--- config.mk ---
export PLATFORM = sky130hd
export DESIGN_NAME = uart_byte_tx
export DESIGN_NICKNAME = d
export VERILOG_FILES = /design/src/rtl/uart_defs_pkg.sv /design/src/rtl/uart_baud_cnt.sv /design/src/rtl/uart_byte_tx.sv
export SDC_FILE = /design/constraint.sdc
export NUM_CORES = 1
export LEC_CHECK = 0
export CELL_PAD_IN_SITES_DETAIL_PLACEMENT = 1
export CELL_PAD_IN_SITES_GLOBAL_PLACEMENT = 1
export CORE_UTILIZATION = 30
export CTS_CLUSTER_SIZE = 8
export DETAILED_ROUTE_END_ITERATION = 7
export PLACE_DENSITY = 0.53
export SYNTH_ARGS = -nofsm -noshare
export SYNTH_HDL_FRONTEND = slang
export SYNTH_HIERARCHICAL = 1
export SYNTH_SLANG_ARGS = --single-unit
--- constraint.sdc ---
create_clock -name clk -period 3.1 [get_ports clk]
set_input_delay 0.62 -clock clk [delete_from_list [all_inputs] [get_ports clk]]
set_output_delay 0.62 -clock clk [all_outputs]
set_load 0.02 [all_outputs]
--- src/rtl/uart_defs_pkg.sv ---
// Shared UART definitions: FSM state encodings, parity-mode constants and the
// parity helper. Reused by the transmitter and the future receiver.
package uart_defs;

  typedef enum logic [2:0] {
    ST_IDLE   = 3'd0,
    ST_START  = 3'd1,
    ST_DATA   = 3'd2,
    ST_PARITY = 3'd3,
    ST_STOP   = 3'd4
  } uart_state_e;

  localparam int PAR_NONE = 0;
  localparam int PAR_EVEN = 1;
  localparam int PAR_ODD  = 2;

  // Even mode yields the XOR of the byte; odd mode its complement.
  function automatic logic parity_bit(input logic [7:0] data, input int mode);
    logic p;
    if (mode == PAR_ODD) begin
      p = ~^data;
    end else begin
      p = ^data;
    end
    return p;
  endfunction

endpackage

--- src/rtl/uart_baud_cnt.sv ---
// Bit-period timer: counts 0..BAUD_DIV-1 and flags the last cycle of each
// bit period with tick. clr restarts the period.
module uart_baud_cnt #(
  parameter int BAUD_DIV = 16
) (
  input  logic clk,
  input  logic rst,
  input  logic clr,
  output logic tick
);

  localparam int CNT_W = (BAUD_DIV > 2) ? $clog2(BAUD_DIV) : 1;
  localparam logic [CNT_W-1:0] CNT_MAX = CNT_W'(BAUD_DIV - 1);

  logic [CNT_W-1:0] cnt_q, cnt_d;

  // Next count: clear, wrap at the end of a period, else increment.
  always_comb begin
    cnt_d = cnt_q;
    if (clr) begin
      cnt_d = '0;
    end else if (cnt_q == CNT_MAX) begin
      cnt_d = '0;
    end else begin
      cnt_d = cnt_q + CNT_W'(1);
    end
  end

  // Count register.
  always_ff @(posedge clk or posedge rst) begin
    if (rst) begin
      cnt_q <= '0;
    end else begin
      cnt_q <= cnt_d;
    end
  end

  assign tick = (cnt_q == CNT_MAX);

endmodule

--- src/rtl/uart_byte_tx.sv ---
// 8-bit UART transmitter, LSB first, optional even/odd parity. All outputs
// are registered and decoded from the next state, so txd tracks state exactly.
module uart_byte_tx
  import uart_defs::*;
#(
  parameter int CLK_FREQ  = 100_000_000,
  parameter int BAUD_RATE = 9600,
  parameter int PARITY    = 0
) (
  input  logic       clk,
  input  logic       rst,
  input  logic       tx_start,
  input  logic [7:0] tx_data,
  output logic       tx_busy,
  output logic       tx_done,
  output logic       txd
);

  localparam int BAUD_DIV = CLK_FREQ / BAUD_RATE;
  // Unsupported parity modes fall back to no parity bit.
  localparam bit HAS_PAR  = (PARITY == PAR_EVEN) || (PARITY == PAR_ODD);

  uart_state_e state_q, state_d;
  logic [7:0]  shreg_q, shreg_d;
  logic [2:0]  bitcnt_q, bitcnt_d;
  logic        par_q, par_d;
  logic        txd_q, txd_d;
  logic        busy_q, busy_d;
  logic        done_q, done_d;
  logic        tick;
  logic        clr;

  uart_baud_cnt #(.BAUD_DIV(BAUD_DIV)) u_baud (
    .clk  (clk),
    .rst  (rst),
    .clr  (clr),
    .tick (tick)
  );

  // Next-state, datapath and registered-output decode.
  always_comb begin
    state_d  = state_q;
    shreg_d  = shreg_q;
    bitcnt_d = bitcnt_q;
    par_d    = par_q;
    case (state_q)
      ST_IDLE: begin
        if (tx_start) begin
          shreg_d  = tx_data;
          par_d    = parity_bit(tx_data, PARITY);
          bitcnt_d = 3'd0;
          state_d  = ST_START;
        end else begin
          state_d  = ST_IDLE;
        end
      end
      ST_START: begin
        if (tick) begin
          state_d = ST_DATA;
        end else begin
          state_d = ST_START;
        end
      end
      ST_DATA: begin
        if (tick) begin
          shreg_d = {1'b0, shreg_q[7:1]};
          if (bitcnt_q == 3'd7) begin
            bitcnt_d = 3'd0;
            state_d  = HAS_PAR ? ST_PARITY : ST_STOP;
          end else begin
            bitcnt_d = bitcnt_q + 3'd1;
          end
        end else begin
          state_d = ST_DATA;
        end
      end
      ST_PARITY: begin
        if (tick) begin
          state_d = ST_STOP;
        end else begin
          state_d = ST_PARITY;
        end
      end
      ST_STOP: begin
        if (tick) begin
          state_d = ST_IDLE;
        end else begin
          state_d = ST_STOP;
        end
      end
      default: begin
        state_d = ST_IDLE;
      end
    endcase

    busy_d = (state_d != ST_IDLE);
    done_d = (state_q == ST_STOP) && (state_d == ST_IDLE);
    case (state_d)
      ST_START:  txd_d = 1'b0;
      ST_DATA:   txd_d = shreg_d[0];
      ST_PARITY: txd_d = par_d;
      default:   txd_d = 1'b1;
    endcase
  end

  assign clr = (state_d != state_q);

  // State, datapath and output registers.
  always_ff @(posedge clk or posedge rst) begin
    if (rst) begin
      state_q  <= ST_IDLE;
      shreg_q  <= 8'h00;
      bitcnt_q <= 3'd0;
      par_q    <= 1'b0;
      txd_q    <= 1'b1;
      busy_q   <= 1'b0;
      done_q   <= 1'b0;
    end else begin
      state_q  <= state_d;
      shreg_q  <= shreg_d;
      bitcnt_q <= bitcnt_d;
      par_q    <= par_d;
      txd_q    <= txd_d;
      busy_q   <= busy_d;
      done_q   <= done_d;
    end
  end

  assign txd     = txd_q;
  assign tx_busy = busy_q;
  assign tx_done = done_q;

endmodule

==> impl_results.md <==
- Status: completed
- R2R Setup Slk: 320 ps
- Post-synth cell types: 41
- Final worst slack: 320 ps
- Total gr overflow: 0
- RSZ-0062 raised after global routing: no
- Antenna violations before repair: 0
- CP arrival: 2940 ps
- Ys flop type: dfrtp_1
- EDFF count, synth: 0
- CTS Buffer Depth: 2
- Most frequent cells in the layout: 31 x dfrtp_1, 18 x nor2_1, 17 x xnor2_1
- Post-Syn Area per Cell: 10.6 sq um
- Port buffer count: 13
- CTS tree: built
- First-pass GRT wire length: 6070 microns
- Min-Delay Path Class: reg2reg
- Clock transition at path regs: 70 ps
- Post-CTS Hold Buffers: 0
- Setup bufs post-CTS: 0
- Die span in y: 75.0 microns
- P_leak: 0.804 nW
- Post-DP HPWL: 2550 microns
- ANT nets after route: 0
- IO Count: 14
- Most common cell after layout, fill and taps aside: dfrtp_1
- Initial DRC Count: 44
- Top cell type's share of synthesized area: 0.485
- Synthesized area: 0.00160 sq mm
- Crit end category: flip-flop
- Least-Margin Pin Slew: 698 ps
- Synth warnings: 6
- Via/cell ratio: 4.84
- Ant diodes: 0
- Pre-CTS setup slack: 359 ps
- Crit-path max FO: 9
- Final period util: 0.897
- Die area: 0.00563 sq mm
- Worst rel slew slack: 0.534
- Final Max Slew Viols: 0
- Number of remaining DRC errors: 0
- Final setup viols: 0
- Largest net degree at the start of global routing: 19
- Cell taking the most area after synthesis: dfrtp_1
- Vias: 1,152
- Max cap viols: 0
- Clock skew: 9.74 ps
- Final-report hold violation count: 0
- H-Tree Depth: 2
- FP Rows: 26
- Initial Util: 0.313
- Clock Latency Late Sink: 290 ps
- Overall Global Routing Usage: 0.151
- Post_cts resized: 0
- CORE AREA: 0.00511 sq mm
- Global placement routability congestion: 0.734
- Seq/Total Area, Yosys: 0.502
- Clk root buf: clkbuf_8
- Setup tns final: 0 ps
- Final Net Count: 181
- VDD IR max: 0.000172 V
- Syn Nets: 165
- Fraction of layout cells with a size suffix above 1: 0.101
- CTS buffer count: 5
- Req. time, crit path: 3260 ps
- Drt wl/cell: 14.7 microns
- CTS Sinks: 32
- Kind of critical path: reg2reg
- Fmax: 360 MHz
- Async set-reset flop share out of synthesis: 1.00
- Synth-to-layout area growth: 16.0%
- Top cells by area, synth: dfrtp_1 49%, xnor2_1 9.3%, nor2_1 4.2%
- Routed WL: 3490 microns
- Synth Register Bits: 32
- Final Critical Period: 2780 ps
- Cell area power density: 426 mW/mm^2
- Worst setup SP type: flip-flop
- Overall die width: 75.0 microns
- DRT Pass-1 Iters: 4
- Cell count after synthesis: 151
- Vias in the first global route: 1,247
final cells by class:
type                    count  area (sq um)
repair buffers             14           138
multi-input cells         106           717
flip-flops and latches     32           802
clock inverters             1          5.00
clock buffers               7          76.3
inverters                   8          30.0
fillers                   583          3250
well taps                  70          87.6
critical path, stage by stage, from the launching register on:
cell	delay [ps]
dfrtp_1	430
or4_1	570
nor4_2	620
o21ai_0	240
a21oi_1	260
or2_2	160
inv_1	50
or3_1	330
power breakdown:
part	leakage, nW	internal, mW	switching [mW]	total (mW)
registers	0.413	0.425	0.00334	0.428
logic	0.349	0.0257	0.0258	0.0515
clock network	0.0422	0.157	0.153	0.311
metal layers:
layer  global-route usage  wire length, microns
met1                0.205                  1750
met5                    0                     0
met4               0.0629                    55
met2                0.227                  1580
met3               0.0442                   111
flip-flops by register name, summed over array words and instances, names as in the netlist:
register,flops
par_q,1
shreg_q,8
bitcnt_q,3
tx_done,1
txd,1
state_q,3
u_baud/cnt_q,14
tx_busy,1
kinds of logic (layout without fill, tap and decap cells):
| group | count (synthesis) | count (layout) | synth area share |
|---|---|---|---|
| compound gates | 21 | 21 | 0.103 |
| xor+xnor | 19 | 19 | 0.104 |
| fa+ha+maj | 3 | 3 | 0.0235 |
| buf+inv | 13 | 30 | 0.0501 |
| flops | 32 | 32 | 0.502 |
| mux | 1 | 1 | 0.00704 |
| simple gates | 62 | 62 | 0.211 |
cell usage after synthesis (2+ instances only):
cell / count
a21oi_1: 2
a22o_1: 4
a22oi_1: 6
and3_1: 3
buf_6: 2
dfrtp_1: 31
ha_1: 3
inv_1: 8
nand2_1: 15
nand3_1: 4
nand4_1: 4
nor2_1: 18
nor3_1: 4
o22a_1: 2
or3b_2: 2
xnor2_1: 17
xor2_1: 2
through the flow:
stage | util | std cells | area [sq um] | power (mW) | hold WS [ps]
final | 0.363 | 238 | 1860 | 0.791 | 488
after global routing | 0.363 | 238 | 1860 | 0.829 | 521
after CTS | 0.363 | 238 | 1860 | 0.804 | 493
after detailed placement | 0.347 | 230 | 1770 | 0.489 | 474
after global placement | 0.347 | 230 | 1770 | 0.486 | 462
after floorplan | - | 151 | 1600 | 0.464 | 443
final timing paths:
| kind | from | end | depth (start not counted) |
|---|---|---|---|
| max in group asynchronous | rst | bitcnt_q[2] | 2 |
| max reg2reg | u_baud/cnt_q[9] | tx_busy | 7 |
| max | u_baud/cnt_q[9] | tx_busy | 7 |
| min in group asynchronous | rst | u_baud/cnt_q[1] | 2 |
| min reg2reg | shreg_q[6] | shreg_q[6] | 2 |
| min | shreg_q[6] | shreg_q[6] | 2 |
No activity file was read; power rests on OpenSTA's default activity.
